<file path="src/rtl/fade_pkg.sv">
// Shared types and helpers for the PWM fade engine: run modes, per-segment duty shapes,
// ramp direction encoding and the hue-segment to shape lookup.
package fade_pkg;

    typedef enum logic {
        MODE_HUE     = 1'b0,
        MODE_BREATHE = 1'b1
    } mode_e;

    typedef enum logic [1:0] {
        SH_FULL,
        SH_FALL,
        SH_ZERO,
        SH_RISE
    } shape_e;

    localparam int unsigned NUM_SEG = 6;

    localparam logic DIR_UP   = 1'b0;
    localparam logic DIR_DOWN = 1'b1;

    // Hue wheel: two segments full, one falling, two off, one rising.
    function automatic shape_e seg_shape(input logic [2:0] seg);
        shape_e sh;
        case (seg)
            3'd0, 3'd1: sh = SH_FULL;
            3'd2:       sh = SH_FALL;
            3'd3, 3'd4: sh = SH_ZERO;
            default:    sh = SH_RISE;
        endcase
        return sh;
    endfunction

endpackage

</file>
<file path="src/rtl/pwm_channel.sv">
// One PWM output: duty compare against the shared period counter, channel mask and a
// glitch-free output register.
module pwm_channel #(
    parameter int unsigned W = 11
) (
    input  logic         clk,
    input  logic         rst,
    input  logic [W-1:0] cnt,
    input  logic [W-1:0] duty,
    input  logic         mask,
    output logic         pwm
);

    always_ff @(posedge clk or posedge rst) begin
        if (rst) begin
            pwm <= 1'b0;
        end else begin
            pwm <= (cnt < duty) & mask;
        end
    end

endmodule

</file>
<file path="src/rtl/pwm_fade_engine.sv">
// Multi-channel PWM fader with hue-wheel and breathe sequencing.
// Define PWM_FADE_GAMMA_EN to apply a square-law gamma to each duty (one extra period of latency).
module pwm_fade_engine
    import fade_pkg::*;
#(
    parameter int unsigned NUM_CH       = 3,
    parameter int unsigned PWM_INTERVAL = 1200,
    parameter int unsigned DUTY_STEP    = 12,
    parameter int unsigned STEP_PERIODS = 4
) (
    input  logic              clk,
    input  logic              rst,
    input  logic              en,
    input  logic              mode,
    input  logic [NUM_CH-1:0] ch_mask,
    output logic [NUM_CH-1:0] pwm_out,
    output logic              period_tick,
    output logic [2:0]        seg_out
);

    localparam int unsigned W  = $clog2(PWM_INTERVAL + 1);
    localparam int unsigned SW = $clog2(STEP_PERIODS + 1);

    localparam logic [W-1:0]  FULL      = W'(PWM_INTERVAL);
    localparam logic [W-1:0]  STEP      = W'(DUTY_STEP);
    localparam logic [W-1:0]  CNT_LAST  = W'(PWM_INTERVAL - 1);
    localparam logic [SW-1:0] STEP_LAST = SW'(STEP_PERIODS - 1);

    if (DUTY_STEP == 0 || (PWM_INTERVAL % DUTY_STEP) != 0) begin : g_bad_step
        $error("PWM_INTERVAL must be a nonzero integer multiple of DUTY_STEP");
    end
    if (NUM_CH < 1 || NUM_CH > 8) begin : g_bad_nch
        $error("NUM_CH must be in 1..8");
    end

    logic [W-1:0]  cnt_q, cnt_d;
    logic [SW-1:0] step_q, step_d;
    logic [W-1:0]  ramp_q, ramp_d;
    logic [2:0]    seg_q, seg_d;
    logic          dir_q, dir_d;
    mode_e         mode_q, mode_d;
    logic [W-1:0]  duty_q [NUM_CH];
    logic [W-1:0]  duty_d [NUM_CH];
    logic [W-1:0]  duty_eff [NUM_CH];

    logic          wrap;
    logic          fade_step;
    logic [W:0]    ramp_sum;
    logic [W-1:0]  ramp_up;
    logic [W-1:0]  ramp_dn;

    assign wrap        = (cnt_q == CNT_LAST);
    assign period_tick = wrap;
    assign seg_out     = seg_q;

    assign ramp_sum = {1'b0, ramp_q} + {1'b0, STEP};
    assign ramp_up  = (ramp_sum > {1'b0, FULL}) ? FULL : ramp_sum[W-1:0];
    assign ramp_dn  = (ramp_q < STEP) ? '0 : ramp_q - STEP;

    function automatic logic [W-1:0] chan_duty(input mode_e m, input logic [2:0] s,
                                               input logic [W-1:0] r, input int unsigned c);
        logic [2:0]   ls;
        logic [W-1:0] d;
        ls = 3'((32'(s) + 2 * c) % NUM_SEG);
        case (seg_shape(ls))
            SH_FULL: d = FULL;
            SH_FALL: d = FULL - r;
            SH_ZERO: d = '0;
            default: d = r;
        endcase
        if (m == MODE_BREATHE) begin
            d = r;
        end
        return d;
    endfunction

    always_comb begin
        cnt_d     = wrap ? '0 : cnt_q + W'(1);
        step_d    = step_q;
        ramp_d    = ramp_q;
        seg_d     = seg_q;
        dir_d     = dir_q;
        mode_d    = mode_q;
        fade_step = 1'b0;

        if (wrap) begin
            // A mode change restarts the sequencer and swallows any coincident fade step.
            if (mode_e'(mode) != mode_q) begin
                mode_d = mode_e'(mode);
                step_d = '0;
                ramp_d = '0;
                seg_d  = '0;
                dir_d  = DIR_UP;
            end else if (en) begin
                if (step_q == STEP_LAST) begin
                    step_d    = '0;
                    fade_step = 1'b1;
                end else begin
                    step_d = step_q + SW'(1);
                end
            end
        end

        if (fade_step) begin
            if (mode_q == MODE_HUE) begin
                if (ramp_q == FULL) begin
                    ramp_d = '0;
                    seg_d  = (seg_q == 3'(NUM_SEG - 1)) ? 3'd0 : seg_q + 3'd1;
                end else begin
                    ramp_d = ramp_up;
                end
            end else begin
                // Endpoints are held for one full step before the ramp turns around.
                if (dir_q == DIR_UP) begin
                    if (ramp_q == FULL) begin
                        dir_d  = DIR_DOWN;
                        ramp_d = ramp_dn;
                    end else begin
                        ramp_d = ramp_up;
                    end
                end else begin
                    if (ramp_q == '0) begin
                        dir_d  = DIR_UP;
                        ramp_d = ramp_up;
                    end else begin
                        ramp_d = ramp_dn;
                    end
                end
            end
        end
    end

    always_comb begin
        for (int unsigned c = 0; c < NUM_CH; c++) begin
            duty_d[c] = duty_q[c];
            if (wrap) begin
                duty_d[c] = chan_duty(mode_d, seg_d, ramp_d, c);
            end
        end
    end

    always_ff @(posedge clk or posedge rst) begin
        if (rst) begin
            cnt_q  <= '0;
            step_q <= '0;
            ramp_q <= '0;
            seg_q  <= '0;
            dir_q  <= DIR_UP;
            mode_q <= MODE_HUE;
            for (int unsigned c = 0; c < NUM_CH; c++) begin
                duty_q[c] <= '0;
            end
        end else begin
            cnt_q  <= cnt_d;
            step_q <= step_d;
            ramp_q <= ramp_d;
            seg_q  <= seg_d;
            dir_q  <= dir_d;
            mode_q <= mode_d;
            for (int unsigned c = 0; c < NUM_CH; c++) begin
                duty_q[c] <= duty_d[c];
            end
        end
    end

`ifdef PWM_FADE_GAMMA_EN
    localparam int unsigned PW = 2 * W;

    logic [W-1:0] duty_eff_q [NUM_CH];

    // Sampled at the wrap, so the corrected duty trails the raw duty by one period.
    always_ff @(posedge clk or posedge rst) begin
        if (rst) begin
            for (int unsigned c = 0; c < NUM_CH; c++) begin
                duty_eff_q[c] <= '0;
            end
        end else if (wrap) begin
            for (int unsigned c = 0; c < NUM_CH; c++) begin
                duty_eff_q[c] <= W'((PW'(duty_q[c]) * PW'(duty_q[c])) / PW'(PWM_INTERVAL));
            end
        end
    end

    assign duty_eff = duty_eff_q;
`else
    assign duty_eff = duty_q;
`endif

    for (genvar c = 0; c < NUM_CH; c++) begin : g_ch
        pwm_channel #(
            .W(W)
        ) u_ch (
            .clk  (clk),
            .rst  (rst),
            .cnt  (cnt_q),
            .duty (duty_eff[c]),
            .mask (ch_mask[c]),
            .pwm  (pwm_out[c])
        );
    end

endmodule

</file>
<file path="config.mk">
export PLATFORM = sky130hd
export DESIGN_NAME = pwm_fade_engine
export DESIGN_NICKNAME = d
export VERILOG_FILES = /design/src/rtl/fade_pkg.sv /design/src/rtl/pwm_channel.sv /design/src/rtl/pwm_fade_engine.sv
export SDC_FILE = /design/constraint.sdc
export NUM_CORES = 1
export LEC_CHECK = 0
export CORE_UTILIZATION = 35
export CTS_CLUSTER_DIAMETER = 60
export DETAILED_ROUTE_END_ITERATION = 10
export HOLD_SLACK_MARGIN = 0.1
export PLACE_DENSITY = 0.58
export SLEW_MARGIN = 10
export SYNTH_ARGS = -nofsm -noshare
export SYNTH_HDL_FRONTEND = slang
export SYNTH_SLANG_ARGS = --single-unit
</file>
<file path="constraint.sdc">
create_clock -name clk -period 3.88 [get_ports clk]
set_input_delay 0.388 -clock clk [delete_from_list [all_inputs] [get_ports clk]]
set_output_delay 0.388 -clock clk [all_outputs]
set_load 0.1 [all_outputs]
</file>
* After elaboration in Yosys (flattened, before gate mapping)
Cells that the tools add are included.
** Storage, ports and cells
- Register bits :: 66
- Input bits :: 7
- Logic and storage cells :: 114
** Cells by class
- $add $sub $neg :: 8
- Div/mod/pow operators :: 3
- Order comparisons :: 5
- Equal/unequal tests :: 23
- Mux-type cells :: 45
- Bitwise operators :: 3
- Reduce and logical (&&, ||, !) cells :: 15
** Operators with widths (number)
- two-way mux 11 bit :: 14
- one-hot mux 11 bit (3 select lines) :: 3
- modulo 32 x 3 -> 32 bit, second input constant :: 2
- < comparator 11 bit :: 3
- modulo 3 x 3 -> 32 bit, second input constant :: 1
- two-way mux 3 bit :: 9
- == test 11 bit, second input constant :: 2
- == test 3 x 2 -> 1 bit, second input constant :: 7
- one-hot mux 2 bit (3 select lines) :: 3
- two-way mux 1 bit :: 13
- adder 11 x 4 -> 12 bit, second input constant :: 1
- == test 3 bit, second input constant :: 4
- > comparator 12 x 11 -> 1 bit, second input constant :: 1
- OR reduction 2 bit :: 6
- adder 11 x 1 -> 11 bit, second input constant :: 1
- zero test 11 bit :: 1
- < comparator 11 x 4 -> 1 bit, second input constant :: 1
- subtractor 11 bit, first input constant :: 1
- subtractor 11 x 4 -> 11 bit, second input constant :: 1
- == test 3 x 1 -> 1 bit, second input constant :: 3
- zero test 3 bit :: 3
- adder 3 x 1 -> 3 bit, second input constant :: 2
- == test 2 x 1 -> 1 bit, second input constant :: 3
- == test 2 bit, second input constant :: 3
- other kinds (8) :: 14

* Longest topological paths before layout
Gate-level depths: netlist of run 1.
- Depth after elaboration :: 15
- Depth in mapped cells :: 19
- Mapped depth without buffers :: 16

* Modules after synthesis
A second synthesis of run 1 with hierarchy kept.
** Second synthesis, totals
- Cell total of the unflattened synthesis :: 633
- Area, all modules :: 5216.3 um2
** Modules (own cells, without submodules)
- pwm_fade_engine :: instances 1, cells each 522, area each 4360.4 um2
- pwm_channel :: instances 3, cells each 37, area each 285.3 um2

* Least setup slack after synthesis of run 1
OpenSTA, ideal clock, no wires.
- Path type :: register -> register
- From :: register ramp_q[2]
- To :: register duty_q (netlist bit duty_eff[8])
- Setup time :: 0.087 ns
- Arrival time :: 3.976 ns
- Data required time :: 3.793 ns
- Path slack :: -0.183 ns
- Cell stages (with the launch flop) :: 18
- Cells stage by stage :: dfrtp_1 > clkbuf_1 > inv_1 > ha_1 > or3b_1 > clkbuf_1 > nor4_4 > nand4b_1 > o21bai_1 > inv_1 > ha_1 > inv_1 > a2111oi_0 > a311o_1 > nor3_1 > nor3b_1 > mux2i_1 > o211ai_1
** On the way
- Cells in the longest elaborated chain, start to end :: 13
- Elaborated cells on any way between the ends :: 36
- Classes of those cells :: add/sub: 4; div: 1; order compare: 2; eq/ne: 7; mux: 17; reduce/logical: 5
** RTL lines
- from (decl) :: line pwm_fade_engine.sv:38 : logic [W-1:0] ramp_q, ramp_d;
- from (signal assigned) :: line pwm_fade_engine.sv:156 : ramp_q <= ramp_d;
- == test 11 bit * :: line pwm_fade_engine.sv:106 : if (ramp_q == FULL) begin
- two-way mux 3 bit * :: line pwm_fade_engine.sv:106
- two-way mux 3 bit * :: line pwm_fade_engine.sv:105 : if (mode_q == MODE_HUE) begin
- two-way mux 3 bit * :: line pwm_fade_engine.sv:104 : if (fade_step) begin
- via seg_d[2] :: line pwm_fade_engine.sv:39 : logic [2:0] seg_q, seg_d;
- adder 3 x 3 -> 4 bit * :: line pwm_fade_engine.sv:64 : ls = 3'((32'(s) + 2 * c) % NUM_SEG);
- modulo 32 x 3 -> 32 bit * :: line pwm_fade_engine.sv:64
- == test 3 x 2 -> 1 bit, or another cell as far along :: line fade_pkg.sv:25 : case (seg)
- OR reduction 2 bit :: line fade_pkg.sv:25
- one-hot mux 2 bit (3 select lines) * :: line fade_pkg.sv:25
- two-way mux 2 bit * :: line pwm_fade_engine.sv:136 : if (wrap) begin
- == test 2 bit, or another cell as far along :: line pwm_fade_engine.sv:65 : case (seg_shape(ls))
- one-hot mux 11 bit (3 select lines) * :: line pwm_fade_engine.sv:65
- two-way mux 11 bit * :: line pwm_fade_engine.sv:71 : if (m == MODE_BREATHE) begin
- to (signal, indexed assignment) :: line pwm_fade_engine.sv:161 : duty_q[c] <= duty_d[c];
- to (decl) :: line pwm_fade_engine.sv:42 : logic [W-1:0] duty_q [NUM_CH];
Mark *: on every way through the listed nets, which the timed path passes. The rest lies on a longest branch. The select of a mux whose other input is x is not followed.
A chain may end at the register's enable or synchronous reset.

* Final worst setup path of run 1
- From :: register cnt_q[10]
- To :: register duty_q (netlist bit duty_eff[25])
** On the way
- Cells in the longest elaborated chain, start to end :: 13
- Elaborated cells on any way between the ends :: 25
- Classes of those cells :: add/sub: 1; div: 1; eq/ne: 7; mux: 12; reduce/logical: 4
** RTL lines
- from (decl) :: line pwm_fade_engine.sv:36 : logic [W-1:0] cnt_q, cnt_d;
- from (signal assigned) :: line pwm_fade_engine.sv:154 : cnt_q <= cnt_d;
- == test 11 bit * :: line pwm_fade_engine.sv:52 : assign wrap = (cnt_q == CNT_LAST);
- two-way mux 3 bit :: line pwm_fade_engine.sv:86 : if (wrap) begin
- two-way mux 3 bit :: line pwm_fade_engine.sv:106
- two-way mux 3 bit :: line pwm_fade_engine.sv:105
- two-way mux 3 bit * :: line pwm_fade_engine.sv:104
- via seg_d[2] :: line pwm_fade_engine.sv:39
- modulo 3 x 3 -> 32 bit * :: line pwm_fade_engine.sv:64
- == test 3 x 2 -> 1 bit, or another cell as far along :: line fade_pkg.sv:25
- OR reduction 2 bit :: line fade_pkg.sv:25
- one-hot mux 2 bit (3 select lines) * :: line fade_pkg.sv:25
- two-way mux 2 bit * :: line pwm_fade_engine.sv:136
- == test 2 bit, or another cell as far along :: line pwm_fade_engine.sv:65
- one-hot mux 11 bit (3 select lines) * :: line pwm_fade_engine.sv:65
- two-way mux 11 bit * :: line pwm_fade_engine.sv:71
Marks and branches as above.

==> impl_metrics.csv, run 1 <==
group,metric,value,unit
yosys,ys_async_sr_fraction,100,%
global_route,grt_pass1_vias,5105,
yosys,synth_largest_area_cell,"dfrtp_1",
routing,ant_nets,0,
finish,finalNonFillerCells,876,
finish,final_core_util,42.4,%
pwr,peakVddDrop,0.183,mV
routing,vias_per_cell,5.90,
yosys,yosysUniqueCellTypes,91,
critical_path,critical_path_required,4.08,ns
global_route,grt_overflow,0,
yosys,synth.avg_cell_area,8.59,µm²
finish,layout_commonest_cell,"dfrtp_1",
placed_design,dp_hpwl,12.6,mm
finish,fin_nets,730,
die,start_util,36.0,%
yosys,synth-warning-count,0,
critical_path,startpoint_type,"flop",
finish,drive_gt1_share,18.0,%
yosys,synth-edff-count,0,
hold_path,hp-class,"in2async",
die,die_x,127,µm
finish,antennaDiodeCount,0,
clock_tree,cts_sinks,66,
placed_design,gp_congestion,0.909,
finish,final_cell_mix,"dfrtp_1 (66), buf_4 (60), a21oi_1 (54), nand2_1 (48), inv_1 (45)",
status,status,"completed",
routing,via_count,5168,
critical_path,worstRegToRegCells,14,
critical_path,cp_num_buf_inv,4,
timing,finClkSkew,0.00851,ns
critical_path,cp_max_fo,6,
routing,routedWlPerCell,19.2,µm
routing,wl,16.8,mm
critical_path,crit_chain,"or4b_4 > or3_2 > clkinv_4 > nand2_4 > o21bai_1 > buf_4 > ha_1 > nor3_1 > a21oi_2 > nor4_4 > buf_4 > buf_4 > a221oi_1 > a21oi_1",
critical_path,crit_family,"simple AND/OR/NAND/NOR gates",
timing,fin_tns_setup,0,ns
yosys,synth_area,0.00547,mm²
timing,hold_viol,0,
global_route,grtUsageTotal,21.5,%
critical_path,slowest_delay,0.55,ns
yosys,ys_seq_area_share,30.2,%
yosys,synth_top_area_share,30.2,%
finish,area_delta_synth_final,18.0,%
placed_design,place_inst,858,
clock_tree,h-tree-depth,3,
yosys,syn_inst,637,
routing,drc_errors,0,
placed_design,numPortBuffers,13,
yosys,ys_seq_elements,66,
timing,finalSetupViolCount,0,
die,dieArea,0.0161,mm²
die,die_h,127,µm
critical_path,crit_arrival,4.01,ns
clock_tree,cts_tree,"yes",
clock_tree,path_clk_slew,0.06,ns
critical_path,worst_setup_path_end_kind,"flop",
job,drv_cap,0,
timing,fin_crit_sh,98.2,%
clock_tree,cts_root_buf,"clkbuf_16",
global_route,grt_max_degree,54,
timing,maxSlewHeadroom,32.4,%
routing,drt_iter0_markers,416,
critical_path,crit_path_start,"cnt_q[10]$_DFF_PP0_",
clock_tree,clk_path_buf_depth,2,
timing,finalMaxSlewViolations,0,
critical_path,cp_slowest_cell,"or4b_4",
pwr,powerDensity,275,mW/mm²
critical_path,criticalPathCategory,"reg2reg",
clock_tree,clock_latency,0.34,ns
critical_path,worstReg2RegEnd,"duty_eff[25]$_DFFE_PP0N_",
die,std_cell_rows,45,
timing,period_minus_slack,3.81,ns
global_route,antenna_found_initial,0,
critical_path,critical_path.most_common_cell,"buf_4",
yosys,synth_nets,684,
routing,first_pass_iters,5,
critical_path,reg2reg_slack,0.07,ns
yosys,synth_area_leaders,"dfrtp_1 (30%), ha_1 (9.2%), a21oi_1 (5.0%), nand2_1 (3.4%), inv_1 (3.2%)",
yosys,synthFlopType,"dfrtp_1",
clock_tree,cts_made_buffers,9,
timing,worst-slew-pin-transition,1.00,ns
pwr,p_leak,2.92,nW
die,pin_count,14,
die,coreArea,0.0152,mm²
critical_path,r2r_start,"cnt_q[10]$_DFF_PP0_",
clock_tree,cts-hold-fix-buffers,0,
global_route,grt_pass1_wl,27.0,mm
timing,max_freq,0.262,GHz
[power by group]
group          switching, mW  internal [mW]
registers            0.00448          0.695
clock network          0.309          0.663
logic                 0.0720         0.0338
[per-layer routing]
layer	GRT usage (%)	vias to the layer above	wire, µm
met5	0	-	0
met4	9.80	0	475
met3	2.47	45	945
met2	34.3	195	7690
met1	29.2	2505	7680
li1	-	2423	-
[cell usage after synthesis (4+ instances only)]
master	instances
xnor2_1	13
and3_1	9
clkbuf_1	19
nand3_1	21
o21ai_0	26
a211oi_1	8
nand2_1	49
buf_6	4
inv_1	46
o21a_1	5
nor2_1	38
o211ai_1	8
o41ai_1	4
or4_1	4
or3_1	6
a221oi_1	9
nor2b_1	7
a21oi_1	55
nand3b_1	4
mux2i_1	12
nand2b_1	12
a21o_1	9
nor4_1	5
xor2_1	10
o22ai_1	5
nor3_1	14
a31oi_1	7
o21ai_1	4
clkbuf_8	5
nor3b_1	7
buf_4	6
o31ai_1	8
nand4_1	6
ha_1	40
dfrtp_1	66
[state kept, by name (all words and copies together) (netlist names)]
| signal | count |
|---|---|
| cnt_q | 11 |
| dir_q | 1 |
| duty_eff | 33 |
| g_ch.u_ch.pwm | 3 |
| mode_q | 1 |
| ramp_q | 11 |
| seg_out | 3 |
| step_q | 3 |
[area by class of cell]
class / count / area (µm²)
multi-input cells: 484 / 3450
clock buffers: 12 / 256
repair buffers: 72 / 571
inverters: 50 / 193
fillers: 1495 / 8750
flip-flops and latches: 66 / 1650
clock inverters: 4 / 97.6
well taps: 188 / 235
[logic make-up (layout without fill, tap and decap cells)]
| family | after synthesis | after routing | synth area share, % |
|---|---|---|---|
| compound gates | 196 | 196 | 25.2 |
| xor+xnor | 23 | 23 | 3.68 |
| fa+ha+maj | 40 | 40 | 9.15 |
| buf+inv | 87 | 138 | 7.96 |
| flops | 66 | 66 | 30.2 |
| mux | 13 | 13 | 2.40 |
| simple gates | 212 | 212 | 21.4 |
[worst reg2reg max path, cell delays in order, from the launching register on]
cell,delay [ns]
dfrtp_1,0.45
or4b_4,0.55
or3_2,0.53
clkinv_4,0.11
nand2_4,0.08
o21bai_1,0.22
buf_4,0.17
ha_1,0.23
nor3_1,0.10
a21oi_2,0.34
nor4_4,0.08
buf_4,0.17
buf_4,0.14
a221oi_1,0.42
a21oi_1,0.08
[through the flow]
stage | hold WS [ns] | total power [mW] | instance area [µm²] | setup slack [ns]
finish | 0.469 | 1.78 | 6450 | 0.0693
global route | 0.508 | 1.83 | 6450 | -0.0425
floorplan | 0.447 | 0.777 | 5470 | 0.0201
global placement | 0.463 | 0.813 | 6020 | 0.153
detailed placement | 0.472 | 0.815 | 6020 | 0.0960
CTS | 0.480 | 1.79 | 6380 | 0.131
[what timing repair did]
item                       CTS  global route
resized for setup            0            12
hold endpoints to repair     0             0
setup buffers                0             2
setup endpoints to repair    0            27
[worst max path at each step]
stage                                     endpoint  slack, ns  cells after the start
final                     duty_eff[25]$_DFFE_PP0N_       0.07                     14
after CTS                 duty_eff[32]$_DFFE_PP0N_       0.13                     12
after global placement    duty_eff[32]$_DFFE_PP0N_       0.15                     13
after detailed placement  duty_eff[32]$_DFFE_PP0N_        0.1                     13
after global routing       duty_eff[9]$_DFFE_PP0N_      -0.04                     17
after floorplan           duty_eff[21]$_DFFE_PP0N_       0.02                     18
No activity file was read; power rests on OpenSTA's default activity.
==> inputs of run 2 (changes only) <==
- clock period: 3.88 -> 3.15 ns (I/O delays scaled with it)
==> run 2 against run 1 <==
Compared with the run above: the run now ends with negative setup slack left; first-iteration DRC count shrank 11%; sequential power increased by 23%; sequential share of layout area down 5.1 points; total power increased by 25%; worst setup slack worse by 0.30 ns; via count up 7.7%; count of clock-buffer cells in the layout down 3; critical path depth increased by 1; critical endpoint is now duty_eff[5]$_DFFE_PP0N_; largest power group unchanged.
==> impl_metrics.csv, run 2 (synthesized netlist as in run 1, its figures left out) <==
group,metric,value,unit
status,status,"complete, but fails checks",
status,violations,"negative setup slack",
finish,drive_gt1_share,40.8,%
finish,final_cell_mix,"buf_4 (163), dfrtp_1 (66), nand2_1 (44), a21oi_1 (44), inv_1 (40)",
routing,first_pass_iters,5,
placed_design,dpl-instance-area,0.00690,mm²
finish,layout_commonest_cell,"buf_4",
die,pin_count,14,
routing,via_count,5568,
global_route,grt_max_degree,53,
routing,drc_errors,0,
clock_tree,path_clk_slew,0.06,ns
die,dieArea,0.0161,mm²
critical_path,r2r_start,"cnt_q[8]$_DFF_PP0_",
critical_path,startpoint_type,"flop",
pwr,p_switching,518,µW
clock_tree,clock_latency,0.34,ns
timing,worst-slew-pin-transition,0.990,ns
job,drv_cap,0,
die,die_x,127,µm
routing,routedWlPerCell,18.8,µm
pwr,switching_share,23.3,%
critical_path,cp_max_fo,5,
finish,antennaDiodeCount,0,
timing,max_freq,0.295,GHz
clock_tree,cts-hold-fix-buffers,0,
critical_path,critical_path_required,3.40,ns
die,die_h,127,µm
global_route,grt_overflow,0,
pwr,pwr-share-clk,53.7,%
timing,finalSetupViolCount,29,
hold_path,hp-class,"in2async",
critical_path,worst_setup_path_end_kind,"flop",
timing,finClkSkew,0.00972,ns
critical_path,worstRegToRegCells,15,
global_route,grt_pass1_wl,30.0,mm
timing,rsz0062_at_grt,"yes",
clock_tree,cts_tree,"yes",
die,start_util,36.0,%
routing,wl,18.9,mm
pwr,peakVddDrop,0.247,mV
die,coreArea,0.0152,mm²
clock_tree,cts_made_buffers,9,
finish,largest_reg_flops,33,
pwr,pwr-share-seq,38.8,%
clock_tree,clk_path_buf_depth,2,
clock_tree,cts_sinks,66,
timing,fin_crit_sh,107,%
global_route,grt_pass1_vias,5652,
pwr,p_int,1.70,mW
finish,fin_nets,855,
timing,finalMaxSlewViolations,0,
routing,vias_per_cell,5.56,
routing,drt_iter0_markers,372,
timing,period_minus_slack,3.39,ns
finish,final_core_util,53.1,%
clock_tree,cts_root_buf,"clkbuf_16",
pwr,powerDensity,275,mW/mm²
clock_tree,h-tree-depth,3,
critical_path,reg2reg_slack,-0.24,ns
die,std_cell_rows,45,
timing,maxSlewHeadroom,33.8,%
routing,ant_nets,0,
placed_design,dp_hpwl,13.8,mm
pwr,p_leak,3.69,nW
finish,area_delta_synth_final,47.5,%
placed_design,gp_congestion,0.912,
timing,setup_ws,-0.235,ns
critical_path,crit_arrival,3.64,ns
global_route,antenna_found_initial,0,
timing,hold_viol,0,
finish,fin_area,0.00807,mm²
placed_design,numPortBuffers,13,
critical_path,criticalPathCategory,"reg2reg",
pwr,power_frac_comb,7.5,%
global_route,grtUsageTotal,24.1,%
critical_path,worstReg2RegEnd,"duty_eff[5]$_DFFE_PP0N_",
timing,fin_tns_setup,-3.72,ns
## run 2: critical path, stage by stage, from the launching register on
cell      delay [ns]
dfrtp_1         0.40
or4b_4          0.58
nor4_2          0.26
buf_4           0.16
a21oi_1         0.06
o21bai_2        0.21
inv_2           0.09
ha_4            0.14
inv_4           0.05
xnor2_2         0.12
a311o_2         0.44
a21boi_4        0.23
buf_6           0.14
nand2_4         0.04
a22o_1          0.18
a31oi_1         0.18
## run 2: timing repair
| item | 4_1_cts | 5_1_grt |
|---|---|---|
| pin swaps | 38 | 24 |
| buffers inserted | 17 | 14 |
| endpoints found under the setup margin | 32 | 32 |
| gates resized for setup | 99 | 27 |
## run 2: per-stage QoR
stage	std cells	total power, mW	setup slack [ns]	hold slack [ns]
global route	1001	2.28	-0.373	0.515
finish	1001	2.22	-0.235	0.442
global placement	957	1.02	-0.343	0.465
CTS	989	2.23	-0.263	0.474
floorplan	637	0.962	-0.450	0.438
detailed placement	957	1.02	-0.411	0.482
## run 2: layout make-up
| type | count | area [µm²] |
|---|---|---|
| Clock buffer | 9 | 225 |
| Clock inverter | 7 | 123 |
| Tap cell | 188 | 235 |
| Sequential cell | 66 | 1650 |
| Fill cell | 1359 | 7140 |
| Timing Repair Buffer | 197 | 1640 |
| Multi-Input combinational cell | 484 | 4000 |
| Inverter | 50 | 200 |
## run 2: worst max-delay path by stage
stage / startpoint / to / slack [ns] / depth (start not counted)
2_1_floorplan: ramp_q[2]$_DFF_PP0_ / duty_eff[3]$_DFFE_PP0N_ / -0.45 / 16
3_3_place_gp: cnt_q[4]$_DFF_PP0_ / duty_eff[20]$_DFFE_PP0N_ / -0.34 / 13
3_5_place_dp: mode / duty_eff[8]$_DFFE_PP0N_ / -0.41 / 15
4_1_cts: ramp_q[3]$_DFF_PP0_ / duty_eff[5]$_DFFE_PP0N_ / -0.26 / 17
5_1_grt: ramp_q[2]$_DFF_PP0_ / duty_eff[9]$_DFFE_PP0N_ / -0.37 / 17
6_report: cnt_q[8]$_DFF_PP0_ / duty_eff[5]$_DFFE_PP0N_ / -0.24 / 15
## run 2: power groups by stage
| stage | clock network (mW) | registers, mW | logic (mW) |
|---|---|---|---|
| after floorplan | 0 | 0.875 | 0.0877 |
| after global placement | 0 | 0.876 | 0.145 |
| after detailed placement | 0 | 0.877 | 0.147 |
| after CTS | 1.21 | 0.861 | 0.162 |
| after global routing | 1.24 | 0.862 | 0.180 |
| final | 1.19 | 0.861 | 0.166 |
## run 2: metal layers
metal  vias to the layer above  routed length, µm  share of wire (%)  global-route usage (%)
met2                       129               8960                 47                    39.3
met4                         0                457                2.4                    10.0
met5                         -                  0                  0                       0
met1                      2729               8700                 46                    32.1
li1                       2680                  -                  -                       -
met3                        30                749                4.0                    3.39
==> inputs of run 3 (changes only) <==
- CORE_MARGIN: unset -> 2
==> run 3 against run 2 <==
Compared with the run above: the run still ends with negative setup slack left; final cell count increased by 2.2%; worst setup slack got worse by 0.051 ns; hold slack better by 0.0073 ns; global-route usage fell by 0.23 points.
==> impl_metrics.csv, run 3 (synthesized netlist as in run 1, its figures left out) <==
group,metric,value,unit
routing,routedWlPerCell,18.8,µm
finish,fill_cells,1350,
critical_path,worst_setup_path_end_kind,"flop",
routing,drt_iter0_markers,577,
hold_path,hp-class,"in2async",
finish,largest_reg_flops,33,
die,coreArea,0.0153,mm²
placed_design,dp_hpwl,13.8,mm
timing,finalMaxSlewViolations,0,
placed_design,numPortBuffers,13,
critical_path,crit_chain,"or4b_4 > or3_4 > clkinv_4 > nand2_8 > o21bai_4 > inv_2 > ha_4 > inv_4 > xnor2_2 > a311o_2 > buf_6 > nor3_4 > nor3b_2 > mux2i_1 > o211ai_1",
routing,drc_errors,0,
timing,worst-slew-pin-transition,0.987,ns
timing,fin_crit_sh,109,%
finish,final_cell_mix,"buf_4 (168), dfrtp_1 (65), nand2_1 (44), a21oi_1 (44), inv_1 (40)",
timing,maxSlewHeadroom,34.0,%
die,die_h,129,µm
global_route,antenna_found_initial,0,
timing,hold_viol,0,
clock_tree,h-tree-depth,3,
routing,wl,19.2,mm
placed_design,gp_congestion,0.950,
clock_tree,path_clk_slew,0.06,ns
die,die_x,129,µm
critical_path,startpoint_type,"flop",
clock_tree,cts_made_buffers,9,
routing,via_count,5756,
global_route,grt_max_degree,53,
status,violations,"negative setup slack",
timing,setup_ws,-0.286,ns
critical_path,criticalPathCategory,"reg2reg",
finish,antennaDiodeCount,0,
clock_tree,cts_root_buf,"clkbuf_16",
critical_path,slowest_delay,0.59,ns
global_route,grtUsageTotal,23.9,%
finish,final_core_util,52.5,%
timing,finalSetupViolCount,31,
critical_path,worstRegToRegCells,15,
timing,max_freq,0.291,GHz
critical_path,critical_path_required,3.41,ns
global_route,grt_pass1_vias,5783,
global_route,grt_pass1_wl,30.9,mm
routing,first_pass_iters,5,
clock_tree,cts_tree,"yes",
global_route,grt_overflow,0,
critical_path,cp_slowest_cell,"or4b_4",
pwr,p_leak,3.63,nW
timing,period_minus_slack,3.44,ns
pwr,powerDensity,270,mW/mm²
clock_tree,clk_path_buf_depth,2,
pwr,peakVddDrop,0.268,mV
job,drv_cap,0,
finish,fin_nets,856,
die,dieArea,0.0166,mm²
routing,ant_nets,0,
critical_path,crit_arrival,3.69,ns
die,start_util,35.8,%
clock_tree,clock_latency,0.34,ns
status,status,"complete, but fails checks",
timing,finClkSkew,0.00499,ns
clock_tree,cts-hold-fix-buffers,0,
die,pin_count,14,
routing,vias_per_cell,5.63,
die,std_cell_rows,45,
timing,rsz0062_at_grt,"yes",
critical_path,cp_max_fo,5,
finish,layout_commonest_cell,"buf_4",
pwr,finalPower,2.16,mW
finish,area_delta_synth_final,46.6,%
finish,drive_gt1_share,39.4,%
clock_tree,cts_sinks,66,
[run 3: worst paths after layout]
kind                                            start                      end  slack [ns]
max in group asynchronous                         rst      ramp_q[4]$_DFF_PP0_        2.03
worst max register to register     cnt_q[8]$_DFF_PP0_  duty_eff[8]$_DFFE_PP0N_       -0.29
worst min register to register  step_q[1]$_DFFE_PP0P_    step_q[1]$_DFFE_PP0P_        0.49
min in group clk                step_q[1]$_DFFE_PP0P_    step_q[1]$_DFFE_PP0P_        0.49
worst min-delay path                              rst       cnt_q[3]$_DFF_PP0_        0.45
worst max-delay path               cnt_q[8]$_DFF_PP0_  duty_eff[8]$_DFFE_PP0N_       -0.29
[run 3: worst max-delay path, delay by kind of cell, from the launching register on]
| family | cells | cell delay (ns) |
|---|---|---|
| mux | 1 | 0.10 |
| flops | 1 | 0.38 |
| fa+ha+maj | 1 | 0.16 |
| simple gates | 5 | 1.62 |
| xor+xnor | 1 | 0.07 |
| buf+inv | 4 | 0.37 |
| compound gates | 3 | 0.64 |
[run 3: routing by layer]
layer / vias to the layer above / wire, µm / GRT usage, % / part of all wire, %
met5: - / 0 / 0 / 0
met4: 0 / 567 / 9.34 / 3.0
met2: 198 / 8960 / 38.3 / 47
met1: 2838 / 8620 / 32.7 / 45
li1: 2677 / - / - / -
met3: 43 / 1070 / 3.20 / 5.6
[run 3: per-stage QoR]
step	setup TNS [ns]	instance area, µm²	std cells	hold slack [ns]	worst slack (ns)
finish	-4.88	8020	1023	0.449	-0.286
global route	-8.80	8020	1023	0.512	-0.384
CTS	-3.87	7790	1020	0.468	-0.221
detailed placement	-9.49	6910	981	0.477	-0.420
global placement	-8.21	6910	981	0.466	-0.368
floorplan	-9.10	5600	637	0.438	-0.450
[run 3: layout make-up]
class / count / area (µm²) / area share, %
tap: 211 / 264 / 3.29
timing repair buffer: 198 / 1630 / 20.3
sequential: 66 / 1650 / 20.6
inverter: 50 / 198 / 2.47
multi-input combinational: 484 / 3950 / 49.3
clock buffer: 11 / 233 / 2.90
clock inverter: 3 / 90.1 / 1.12
[run 3: power breakdown]
part	total (mW)	internal [mW]	switching [mW]	leakage, nW
clock network	1.14	0.765	0.375	0.156
logic	0.163	0.0633	0.0993	2.68
registers	0.861	0.856	0.00498	0.799
total	2.16	1.68	0.479	3.63
[run 3: timing repair]
| item | in CTS | in global routing |
|---|---|---|
| pin swaps | 27 | 26 |
| resized for setup | 70 | 40 |
| hold endpoints to repair | 0 | 0 |
| buffers inserted | 27 | 8 |
| gates cloned | 0 | 0 |
| setup endpoints to repair | 32 | 34 |
